**src/rtl/exec_pkg.sv**
```systemverilog
// exec_pkg: shared data width, opcode encoding and FSM states for exec_unit.
// No ports. Used by exec_unit_if, exec_mul_seq and exec_unit.
package exec_pkg;
  localparam int W = 16;
  typedef enum logic [2:0] {
    OP_ADD = 3'b000, OP_SUB = 3'b001, OP_AND = 3'b010, OP_OR  = 3'b011,
    OP_SLT = 3'b100, OP_SLL = 3'b101, OP_SRL = 3'b110, OP_MUL = 3'b111
  } alu_op_t;
  typedef enum logic {IDLE, MUL_RUN} state_t;
endpackage

```
**src/rtl/exec_unit_if.sv**
```systemverilog
// exec_unit_if: issue-side handshake and register-file write-back bundle.
// master (issue stage): drives InValid, AluOp, OpA, OpB, DestIn, WrEnIn;
//   observes InReady, WriteData, WrAddr, RegWrite, Zero, Carry, Busy.
// slave (exec_unit): the reverse directions.
interface exec_unit_if;
  import exec_pkg::*;
  logic         InValid, InReady;
  alu_op_t      AluOp;
  logic [W-1:0] OpA, OpB, WriteData;
  logic [1:0]   DestIn, WrAddr;
  logic         WrEnIn, RegWrite, Zero, Carry, Busy;
  modport master (output InValid, AluOp, OpA, OpB, DestIn, WrEnIn,
                  input  InReady, WriteData, WrAddr, RegWrite, Zero, Carry, Busy);
  modport slave  (input  InValid, AluOp, OpA, OpB, DestIn, WrEnIn,
                  output InReady, WriteData, WrAddr, RegWrite, Zero, Carry, Busy);
endinterface

```
**src/rtl/exec_mul_seq.sv**
```systemverilog
// exec_mul_seq: 16-iteration shift-add multiplier producing the low W product bits.
// Ports: Clock, Reset (sync, active-high); start loads a/b; done is high during
// the cycle whose edge completes the last iteration; product is valid with done.
module exec_mul_seq
  import exec_pkg::*;
(
  input  logic         Clock,
  input  logic         Reset,
  input  logic         start,
  input  logic [W-1:0] a,
  input  logic [W-1:0] b,
  output logic         done,
  output logic [W-1:0] product
);
  logic [W-1:0] acc, mcand, mplier;
  logic [3:0]   cnt;
  logic         run;
  // product is the accumulator after the iteration the next edge performs
  assign product = acc + (mplier[0] ? mcand : '0);
  assign done    = run && cnt == 4'd15;
  always_ff @(posedge Clock)
    if (Reset) begin
      run    <= 1'b0;
      cnt    <= '0;
      acc    <= '0;
      mcand  <= '0;
      mplier <= '0;
    end else if (start) begin
      run    <= 1'b1;
      cnt    <= '0;
      acc    <= '0;
      mcand  <= a;
      mplier <= b;
    end else if (run) begin
      acc    <= product;
      mcand  <= mcand << 1;
      mplier <= mplier >> 1;
      cnt    <= cnt + 4'd1;
      run    <= !done;
    end
endmodule

```
**src/rtl/exec_unit.sv**
```systemverilog
// exec_unit: single-cycle ALU with optional iterative multiply, writing back to a register file.
// Ports: Clock, Reset (sync, active-high); bus (exec_unit_if.slave) carries issue
// handshake, operands, write-back strobe/data/address, flags and Busy.
// Macro EXEC_UNIT_MUL_EN: when defined MUL runs on exec_mul_seq over 16 cycles;
// when undefined MUL retires in one cycle with no write and cleared flags.
module exec_unit
  import exec_pkg::*;
(
  input  logic       Clock,
  input  logic       Reset,
  exec_unit_if.slave bus
);
`ifdef EXEC_UNIT_MUL_EN
  localparam bit MUL_EN = 1'b1;
`else
  localparam bit MUL_EN = 1'b0;
`endif
  state_t       state, state_nxt;
  logic         accept, is_mul, mul_done, cy, wr, zf, cf, wen_q;
  logic [W-1:0] res, mul_prod, wdata;
  logic [1:0]   waddr, dest_q;
  logic [W:0]   sum, diff;
  assign sum          = {1'b0, bus.OpA} + {1'b0, bus.OpB};
  // bit W of the 17-bit difference is the unsigned borrow
  assign diff         = {1'b0, bus.OpA} - {1'b0, bus.OpB};
  assign bus.Busy     = state == MUL_RUN;
  assign bus.InReady  = state == IDLE;
  assign accept       = bus.InValid && bus.InReady;
  assign is_mul       = bus.AluOp == OP_MUL;
  assign bus.WriteData = wdata;
  assign bus.WrAddr   = waddr;
  assign bus.RegWrite = wr;
  assign bus.Zero     = zf;
  assign bus.Carry    = cf;
`ifdef EXEC_UNIT_MUL_EN
  exec_mul_seq u_mul (
    .Clock   (Clock),
    .Reset   (Reset),
    .start   (accept && is_mul),
    .a       (bus.OpA),
    .b       (bus.OpB),
    .done    (mul_done),
    .product (mul_prod)
  );
`else
  assign mul_done = 1'b0;
  assign mul_prod = '0;
`endif
  always_comb begin
    res = '0;
    cy  = 1'b0;
    case (bus.AluOp)
      OP_ADD:  {cy, res} = sum;
      OP_SUB:  {cy, res} = diff;
      OP_AND:  res = bus.OpA & bus.OpB;
      OP_OR:   res = bus.OpA | bus.OpB;
      OP_SLT:  res = {{(W-1){1'b0}}, $signed(bus.OpA) < $signed(bus.OpB)};
      OP_SLL:  res = bus.OpA << bus.OpB[3:0];
      OP_SRL:  res = bus.OpA >> bus.OpB[3:0];
      default: res = '0;
    endcase
  end
  always_comb begin
    state_nxt = state;
    if (state == IDLE)
      state_nxt = (accept && is_mul && MUL_EN) ? MUL_RUN : IDLE;
    else
      state_nxt = mul_done ? IDLE : MUL_RUN;
  end
  always_ff @(posedge Clock)
    state <= Reset ? IDLE : state_nxt;
  // Without the multiplier, MUL takes the single-cycle path: res is 0, no write, flags cleared.
  always_ff @(posedge Clock)
    if (Reset) begin
      wdata  <= '0;
      waddr  <= '0;
      wr     <= 1'b0;
      zf     <= 1'b0;
      cf     <= 1'b0;
      dest_q <= '0;
      wen_q  <= 1'b0;
    end else begin
      wr <= 1'b0;
      if (accept && !(MUL_EN && is_mul)) begin
        wdata <= res;
        waddr <= bus.DestIn;
        wr    <= bus.WrEnIn && bus.DestIn != 2'b00 && !is_mul;
        zf    <= res == '0 && !is_mul;
        cf    <= cy;
      end
      if (accept && is_mul) begin
        dest_q <= bus.DestIn;
        wen_q  <= bus.WrEnIn;
      end
      if (mul_done) begin
        wdata <= mul_prod;
        waddr <= dest_q;
        wr    <= wen_q && dest_q != 2'b00;
        zf    <= mul_prod == '0;
        cf    <= 1'b0;
      end
    end
endmodule

```
**src/flat_wrapper.sv**
```systemverilog
// flat-port wrapper written by rule: the top's interface ports become plain ports
module exec_unit_flat import exec_pkg::*;
  (Clock, Reset, bus_InValid, bus_AluOp, bus_OpA, bus_OpB, bus_DestIn, bus_WrEnIn, bus_InReady, bus_WriteData, bus_WrAddr, bus_RegWrite, bus_Zero, bus_Carry, bus_Busy);
  exec_unit_if bus_i ();
  input  logic Clock;
  input  logic Reset;
  input wire logic [$bits(bus_i.InValid)-1:0] bus_InValid;
  input wire logic [$bits(bus_i.AluOp)-1:0] bus_AluOp;
  input wire logic [$bits(bus_i.OpA)-1:0] bus_OpA;
  input wire logic [$bits(bus_i.OpB)-1:0] bus_OpB;
  input wire logic [$bits(bus_i.DestIn)-1:0] bus_DestIn;
  input wire logic [$bits(bus_i.WrEnIn)-1:0] bus_WrEnIn;
  output wire logic [$bits(bus_i.InReady)-1:0] bus_InReady;
  output wire logic [$bits(bus_i.WriteData)-1:0] bus_WriteData;
  output wire logic [$bits(bus_i.WrAddr)-1:0] bus_WrAddr;
  output wire logic [$bits(bus_i.RegWrite)-1:0] bus_RegWrite;
  output wire logic [$bits(bus_i.Zero)-1:0] bus_Zero;
  output wire logic [$bits(bus_i.Carry)-1:0] bus_Carry;
  output wire logic [$bits(bus_i.Busy)-1:0] bus_Busy;
  assign bus_i.InValid = bus_InValid;
  assign bus_i.AluOp = bus_AluOp;
  assign bus_i.OpA = bus_OpA;
  assign bus_i.OpB = bus_OpB;
  assign bus_i.DestIn = bus_DestIn;
  assign bus_i.WrEnIn = bus_WrEnIn;
  assign bus_InReady = bus_i.InReady;
  assign bus_WriteData = bus_i.WriteData;
  assign bus_WrAddr = bus_i.WrAddr;
  assign bus_RegWrite = bus_i.RegWrite;
  assign bus_Zero = bus_i.Zero;
  assign bus_Carry = bus_i.Carry;
  assign bus_Busy = bus_i.Busy;
  exec_unit u_core (.Clock(Clock), .Reset(Reset), .bus(bus_i));
endmodule
```
**config.mk**
```make
export PLATFORM = sky130hd
export DESIGN_NAME = exec_unit_flat
export DESIGN_NICKNAME = d
export VERILOG_FILES = /design/src/rtl/exec_pkg.sv /design/src/rtl/exec_unit_if.sv /design/src/rtl/exec_mul_seq.sv /design/src/rtl/exec_unit.sv /design/src/flat_wrapper.sv
export SDC_FILE = /design/constraint.sdc
export NUM_CORES = 1
export LEC_CHECK = 0
export BUFFER_PORTS_ARGS = -buffer_cell sky130_fd_sc_hd__buf_2
export CORE_ASPECT_RATIO = 1.1
export CORE_MARGIN = 2
export CORE_UTILIZATION = 64
export DETAILED_ROUTE_END_ITERATION = 8
export PLACE_DENSITY = 0.9
export SLEW_MARGIN = 10
export SYNTH_ARGS = -nofsm -noshare
export SYNTH_HDL_FRONTEND = slang
export SYNTH_SLANG_ARGS = --single-unit
```
**constraint.sdc**
```tcl
create_clock -name Clock -period 4.9 [get_ports Clock]
set_input_delay 0.49 -clock Clock [delete_from_list [all_inputs] [get_ports Clock]]
set_output_delay 0.49 -clock Clock [all_outputs]
set_load 0.02 [all_outputs]
```
==> results.md, run 1 <==
- Setup TNS Final: 0 ns
- Fmax: ~0.26 GHz
- Reg clk slew, reported paths: 0.08 ns
- Inst Count DP: 706
- Crit Path Max Fanout: 17
- # DRC: 0
- Synth Area per Inst: 7.49 sq um
- Starting density of the core: 66.8%
- Period utilization: 78.4%
- Req. time, crit path: 5.11 ns
- Relative slew slack: 32.1%
- Core Area: 6670 sq um
- RSZ-0062 raised after global routing: no
- Post-DP HPWL: 11.8 mm
- TritonCTS clock tree: built
- Worst hold slack: ~0.44 ns
- Final setup skew: 0 ns
- Top Ports: 64
- Largest net degree at the start of global routing: 46
- Gate Count Post-Synth: 595
- Hold buffers post-CTS: 0
- Min-delay worst type: in -> reg
- Fin util: 71.8%
- Post-DRT Antenna Nets: 0
- Die Footprint: about 7600 sq um
- Pre-CTS setup slack: 0.914 ns
- Final cell count without fillers: 710
- H-tree depth: 1
- Synth cell types: 80
- Tot GR Track Use: 37.5%
- Cells along the critical path: buf_2 > buf_4 > ha_1 > fa_1 > or2_2 > a221oi_4 > o21a_1 > o32a_1 > xnor2_1 > a2111oi_0 > nand4_1 > nor4_1 > a32o_2
- Critical path arrival: a little over 4 ns
- PostCTS Resize Cnt: 0
- Routed vias/inst: 6.94
- Rows: 31
- N_diodes: 0
- Post-synth EDFFs: 0
- Height of the die: 91.5 um
- Final setup viols: 0
- Skew-Pair Late Insertion Delay: 0.27 ns
- First-pass GRT wire length: 23.3 mm
- Avg WL per Cell: about 21 um
- Initial antenna violation count: 0
- Die width: 83.6 um
- CP peak stage delay: around 0.64 ns
- Fin crit period: roughly 3.8 ns
- Final Hold Viols: 0
- Tightest Pin Transition: 1.01 ns
- Worst path slowest cell: a2111oi_0
- Vias in the first global route: 4556
- Setup WS post-layout: 1.06 ns
- Max-Cap Viols: 0
- Status: completed
- Port bufs: 61
- Synthesized flop and latch total: 21
- TritonCTS Buffers: 3
- Synth Cell Area: 4460 sq um
- Leak Pwr: between 0.002 and 0.0025 uW
- Share of async-settable or async-resettable flops after synthesis: 0%
- Syn_nets: 688
- Worst Setup End Kind: register
- Area grow syn2layout: 7.47%
- Primary FF master, synth: dfxtp_1
- Placer congestion estimate: ~1.0
- Layout cells sized above 1: 19.3%
- Max-slew violation count: 0
- Max clock buf depth: 2
- Routed WL: 14.8 mm
- Register area share after synthesis: 9.43%
- Final net count: 722
- Synth top area share: 14.0%
- Critical path type: in -> reg
- Warnings from Yosys: 0
- Iter 0 DRT Violations: 712
- Layout fillers: 577
- Worst path bufs/invs: 2
- Synth area leader: ha_1
- Max IR drop VDD: around 0.00021 V
- Ranking of synthesized cells by area: ha_1 (14%), dfxtp_1 (9.4%), mux4_2 (8.6%), nor2_1 (5.5%), a21oi_1 (4.5%)
- Grt ovf: 0
- Via count: 4930
- Pwr Density: 161 nW/um^2
- Startpoint class of the critical path: primary input
- Top cell family by delay on the critical path: compound AO/OA/AOI/OAI gates
- FF-to-FF setup slack: 4.26 ns
- CTS sink cnt: 21
- Root buffer cell: clkbuf_8
- TritonRoute pass-1 iters: 6
- Post-CTS Setup Inserts: 0
cells by family (layout without fill, tap and decap cells):
kind of cell / Yosys count / after routing / synth area share (%)
buf+inv: 94 / 127 / 8.79
simple gates: 193 / 193 / 21.6
mux: 45 / 45 / 15.1
fa+ha+maj: 52 / 52 / 14.9
compound gates: 182 / 182 / 28.8
flops: 21 / 21 / 9.43
other cells: 2 / 2 / 0.169
xor+xnor: 6 / 6 / 1.18
through the flow:
step | power [uW] | area [sq um]
CTS | 758 | 4790
floorplan | 514 | 4460
global route | 811 | 4790
global placement | 637 | 4740
detailed placement | 646 | 4740
finish | 772 | 4790
where the power goes:
group	internal (uW)	switching, uW	leakage (uW)	total (uW)
clock network	56.7	56.5	0.0000255	113
logic	181	291	0.00199	472
registers	182	5.16	0.000172	187
registers in the layout (all words and copies together) (netlist names):
| register | count |
|---|---|
| u_core.bus.Carry | 1 |
| u_core.bus.RegWrite | 1 |
| u_core.bus.WrAddr | 2 |
| u_core.bus.WriteData | 16 |
| u_core.bus.Zero | 1 |
cells in the final DEF, fill, tap and decap left out, drive strengths merged, types with 5 or more instances in the layout:
cell,count
a31oi,10
mux2i,20
nand2,38
nor3,18
nor4,7
a22o,5
nand3,7
xnor2,5
o211ai,6
nor2,65
a211oi,15
dfxtp,21
buf,71
or2,10
o32ai,6
mux2,8
a21o,5
o22ai,8
nor2b,14
inv,52
o21ai,32
ha,50
a32o,5
or3,8
a21oi,41
mux4,17
Yosys cell counts, drive strengths merged, types with 4 or more instances:
cell	instances
nor2	65
inv	52
ha	50
a21oi	41
nand2	38
o21ai	32
buf	21
clkbuf	21
dfxtp	21
mux2i	20
nor3	18
mux4	17
a211oi	15
nor2b	14
a31oi	10
or2	10
mux2	8
o22ai	8
or3	8
nand3	7
nor4	7
o211ai	6
o32ai	6
a21o	5
a22o	5
a32o	5
xnor2	5
a2111oi	4
a211o	4
nand2b	4
o21a	4
o21bai	4
path summary, 6_finish.rpt:
path              cells past startpoint                     start                  endpoint
setup / recovery                     13                bus_OpB[0]           u_core.bus.Zero
hold / removal                        2                     Reset      u_core.bus.WrAddr[0]
setup reg to reg                      1  u_core.bus.WriteData[14]  u_core.bus.WriteData[14]
hold reg to reg                       1   u_core.bus.WriteData[3]   u_core.bus.WriteData[3]
layer usage:
metal / global-route usage (%) / part of all wire (%) / vias up
met4: 12.6 / 3.2 / 0
met5: 0 / 0 / -
met2: 62.3 / 47 / 331
li1: - / - / 2254
met1: 50.4 / 40 / 2308
met3: 4.18 / 10 / 37
cell type report:
| type | count | area, sq um | area share, % |
|---|---|---|---|
| Clock inverter | 1 | 5.00 | 0.104 |
| Tap cell | 82 | 103 | 2.14 |
| Sequential cell | 21 | 420 | 8.78 |
| Timing Repair Buffer | 71 | 380 | 7.94 |
| Multi-Input combinational cell | 480 | 3640 | 76.1 |
| Inverter | 52 | 195 | 4.08 |
| Clock buffer | 3 | 41.3 | 0.862 |
(Power assumes the default switching activity.)
==> run 2: changes to the inputs <==
--- a/config.mk
+++ b/config.mk
@@ -8,9 +8,9 @@
 export BUFFER_PORTS_ARGS = -buffer_cell sky130_fd_sc_hd__buf_2
 export CORE_ASPECT_RATIO = 1.1
 export CORE_MARGIN = 2
-export CORE_UTILIZATION = 64
+export CORE_UTILIZATION = 54
 export DETAILED_ROUTE_END_ITERATION = 8
-export PLACE_DENSITY = 0.9
+export PLACE_DENSITY = 0.81
 export SLEW_MARGIN = 10
 export SYNTH_ARGS = -nofsm -noshare
 export SYNTH_HDL_FRONTEND = slang
==> constraint.sdc (replaced) <==
create_clock -name Clock -period 3.19 [get_ports Clock]
set_input_delay 0.319 -clock Clock [delete_from_list [all_inputs] [get_ports Clock]]
set_output_delay 0.319 -clock Clock [all_outputs]
set_load 0.02 [all_outputs]
==> results.md, run 2 (synthesis results as in run 1) <==
- Reg clk slew, reported paths: 0.07 ns
- Max IR drop VDD: 0.000144 V
- Root buffer cell: clkbuf_8
- Rows: 34
- Area grow syn2layout: 25.5%
- Top Ports: 64
- Hold buffers post-CTS: 0
- Initial antenna violation count: 0
- FF-to-FF setup slack: 2.54 ns
- Period utilization: 96.8%
- Worst hold stages: 2
- Fin crit period: 3.09 ns
- Multi-input logic area: between 3000 and 4000 sq um
- Final setup skew: 0 ns
- Final setup viols: 0
- Layout fillers: 679
- Startpoint class of the critical path: primary input
- Core Area: roughly 8000 sq um
- Max-Cap Viols: 0
- Leak Pwr: around 0.0027 uW
- TritonCTS Buffers: 3
- Req. time, crit path: around 3.4 ns
- Critical path arrival: 3.29 ns
- Critical path type: in -> reg
- Tot GR Track Use: between 30% and 40%
- Final Hold Viols: 0
- Pwr Density: 239 nW/um^2
- Tightest Pin Transition: 0.976 ns
- # DRC: 0
- Post-DP HPWL: 13.9 mm
- Grt ovf: 0
- Skew-Pair Late Insertion Delay: 0.26 ns
- Design area: 5590 sq um
- N_diodes: 0
- Largest net degree at the start of global routing: 34
- PostCTS Resize Cnt: 0
- Vias in the first global route: 4937
- Height of the die: between 90 and 100 um
- Worst Setup End Kind: register
- Min-delay worst type: in -> reg
- H-tree depth: 1
- TritonCTS clock tree: built
- Most common cell after layout, fill and taps aside: buf_4
- Routed vias/inst: 6.44
- Max-slew violation count: 0
- Crit Path Max Fanout: 4
- TritonRoute pass-1 iters: 5
- Max reg flops: 16
- Final net count: 816
- Status: completed
- Power, Total: 1340 uW
- Iter 0 DRT Violations: 626
- CTS sink cnt: 21
- Commonest cells after routing, fill and taps aside: buf_4 (101), nor2_1 (65), buf_2 (61)
- Post-CTS Setup Inserts: 0
- Relative slew slack: between 30% and 40%
- Fmax: 0.324 GHz
- Avg WL per Cell: 20.2 um
- Starting density of the core: 56.0%
- Via count: approximately 5300
- Layout cells sized above 1: 30.6%
- Port bufs: between 60 and 70
- Die width: 90.6 um
- Max clock buf depth: 2
- RSZ-0062 raised after global routing: no
- Total area of sequential cells: 420 sq um
- Die Footprint: 9000 sq um
- Dpl cell area: roughly 5500 sq um
- Worst reg-to-reg path cell count: 1
- Post-DRT Antenna Nets: 0
- Setup TNS Final: 0 ns
- Routed WL: 16.8 mm
- First-pass GRT wire length: roughly 26 mm
- Placer congestion estimate: between 1 and 1.5
[run 2: where the power goes]
part           leakage (uW)  switching (uW)  internal [uW]
combinational       0.00246             494            385
sequential         0.000172            7.74            279
clock             0.0000255            82.6           87.0
[run 2: final timing paths]
kind                                start                      end
setup reg to reg          u_core.bus.Zero          u_core.bus.Zero
hold / removal                      Reset     u_core.bus.WrAddr[1]
hold reg to reg   u_core.bus.WriteData[0]  u_core.bus.WriteData[0]
setup / recovery               bus_OpB[0]          u_core.bus.Zero
[run 2: per-stage QoR]
stage | util, % | worst slack (ns) | instances | hold WS, ns
CTS | 69.8 | 0.0821 | 830 | 0.280
global route | 70.3 | 0.0143 | 830 | 0.293
floorplan | - | 0.0719 | 595 | 0.391
detailed placement | 69.2 | -0.177 | 826 | 0.438
global placement | 69.2 | -0.0995 | 826 | 0.429
finish | 70.3 | 0.103 | 830 | 0.283
[run 2: routing by layer]
metal  global-route usage [%]  part of all wire [%]
met1                     47.3                    39
met2                     61.8                    47
met3                     3.48                   9.9
met4                     13.3                   4.2
met5                        0                     0
[run 2: critical path: stages]
cell,delay (ns)
buf_2,0.14
ha_1,0.24
fa_1,0.38
or2_2,0.31
a221oi_4,0.36
o21bai_1,0.18
a32oi_2,0.26
a21oi_2,0.10
o21a_1,0.17
o32a_1,0.37
nor4_2,0.27
a32o_2,0.19
[run 2: layout make-up]
type | count | area share, %
clock buffer | 3 | 0.738
clock inverter | 1 | 0.0895
inverter | 52 | 3.49
multi-input combinational | 480 | 65.8
sequential | 21 | 7.52
tap | 108 | 2.42
timing repair buffer | 165 | 19.9
==> run 3: changes to the inputs <==
--- a/config.mk
+++ b/config.mk
@@ -10,7 +10,7 @@
 export CORE_MARGIN = 2
 export CORE_UTILIZATION = 54
 export DETAILED_ROUTE_END_ITERATION = 8
-export PLACE_DENSITY = 0.81
+export PLACE_DENSITY = 0.79
 export SLEW_MARGIN = 10
 export SYNTH_ARGS = -nofsm -noshare
 export SYNTH_HDL_FRONTEND = slang
==> constraint.sdc (replaced) <==
create_clock -name Clock -period 3.19 [get_ports Clock]
set_input_delay 0.319 -clock Clock [delete_from_list [all_inputs] [get_ports Clock]]
set_output_delay 0.319 -clock Clock [all_outputs]
set_load 0.005 [all_outputs]
==> results.md, run 3 (synthesis results as in run 1) <==
- Status: completed
- Height of the die: 99.3 um
- RSZ-0062 raised after global routing: no
- Layout fillers: just over 700
- # DRC: 0
- Cells along the critical path: buf_2 > inv_1 > ha_1 > fa_1 > or2_2 > a221oi_4 > o21bai_1 > a32oi_2 > a21oi_2 > o21a_1 > o32a_1 > nor4_2 > a32o_2
- Min-delay worst type: in -> reg
- Inst Count DP: 818
- Power, Total: between 1000 and 1500 uW
- Post-DRT Antenna Nets: 0
- H-tree depth: 1
- Crit Path Max Fanout: 4
- Worst Setup End Kind: register
- Max reg flops: 16
- Skew-Pair Late Insertion Delay: between 0.2 and 0.3 ns
- Period utilization: 96.0%
- Starting density of the core: 56.0%
- Via count: about 5300
- Vias in the first global route: 4974
- Leak Pwr: 0.00260 uW
- Top Ports: 64
- Fin crit period: 3.06 ns
- Max-Cap Viols: 0
- CP Depth: 13
- Worst hold stages: 2
- Relative slew slack: 33.0%
- Max-slew violation count: 0
- Fmax: 0.327 GHz
- Post-DP HPWL: ~14 mm
- Setup TNS Final: 0 ns
- TritonCTS Buffers: 3
- First-pass GRT wire length: 26.1 mm
- Worst hold endpoint: u_core.bus.WrAddr[0]
- FF-to-FF setup slack: 2.54 ns
- Min-Delay Startpoint: Reset
- Area grow syn2layout: 23.3%
- Routed vias/inst: 6.39
- Die Footprint: about 9000 sq um
- Grt ovf: 0
- N_diodes: 0
- Fin util: 69.1%
- Tot GR Track Use: 36.2%
- Initial antenna violation count: 0
- Req. time, crit path: between 3 and 4 ns
- Reg clk slew, reported paths: ~0.070 ns
- Final Hold Viols: 0
- Most common cell after layout, fill and taps aside: buf_4
- Rows: 34
- Worst hold slack: a little under 0.3 ns
- Worst path bufs/invs: 2
- Hold buffers post-CTS: 0
- Die width: a little over 90 um
- Final cell count without fillers: 822
- R2r startpoint: u_core.bus.Zero
- Final setup viols: 0
- Core Area: 7960 sq um
- CP peak stage delay: 0.41 ns
- Largest net degree at the start of global routing: 45
- Port bufs: 61
- Top cell family by delay on the critical path: compound AO/OA/AOI/OAI gates
- Pwr Density: 237 nW/um^2
- Routed WL: between 15 and 20 mm
- Critical path arrival: 3.26 ns
- Critical path type: in -> reg
- Post-CTS Setup Inserts: 0
- Iter 0 DRT Violations: 599
- Max IR drop VDD: 0.000125 V
- Final net count: 808
- Reg2reg end: u_core.bus.Zero
- Startpoint class of the critical path: primary input
- Tightest Pin Transition: 1.00 ns
- CTS sink cnt: 21
- PostCTS Resize Cnt: 0
- Commonest cells after routing, fill and taps aside: buf_4 (94), nor2_1 (65), buf_2 (61)
- TritonCTS clock tree: built
- TritonRoute pass-1 iters: 5
- Avg WL per Cell: 20.1 um
- Layout cells sized above 1: 29.1%
- Worst path slowest cell: fa_1
- Placer congestion estimate: 1.03
- Root buffer cell: clkbuf_8
- Final setup skew: 0 ns
- Max clock buf depth: 2
- Worst reg-to-reg path cell count: 1
-- run 3: worst max-delay path by stage --
stage | slack, ns | to | startpoint
final | 0.13 | u_core.bus.Zero | bus_OpA[0]
after global routing | 0.01 | u_core.bus.Zero | bus_OpB[0]
after CTS | 0.06 | u_core.bus.Zero | bus_OpA[0]
after detailed placement | -0.18 | u_core.bus.Zero | bus_OpA[0]
after global placement | -0.11 | u_core.bus.Zero | bus_OpB[0]
after floorplan | 0.07 | u_core.bus.Zero | bus_OpB[1]
-- run 3: final cells by class --
class / instances / area, sq um / area share, %
clock buffers: 4 / 45.0 / 0.820
inverters: 52 / 195 / 3.55
multi-input cells: 480 / 3660 / 66.6
flip-flops and latches: 21 / 420 / 7.65
well taps: 108 / 135 / 2.46
repair buffers: 157 / 1040 / 19.0
-- run 3: metal layers --
metal	wire length, um	vias to the layer above	global-route usage [%]
li1	-	2436	-
met2	7860	324	63.7
met5	0	-	0
met4	520	0	9.70
met3	1350	48	1.74
met1	6820	2447	48.6
-- run 3: report_power, final --
part / leakage (uW) / switching (uW) / internal (uW)
Combinational: 0.00241 / 471 / 380
Sequential: 0.000172 / 7.39 / 279
Clock: 0.0000228 / 74.9 / 88.6
Total: 0.00260 / 553 / 748
-- run 3: through the flow --
step | cell area [sq um] | setup WS (ns)
6_report | 5500 | 0.129
3_5_place_dp | 5430 | -0.180
3_3_place_gp | 5430 | -0.111
5_1_grt | 5500 | 0.00984
2_1_floorplan | 4460 | 0.0719
4_1_cts | 5480 | 0.0589
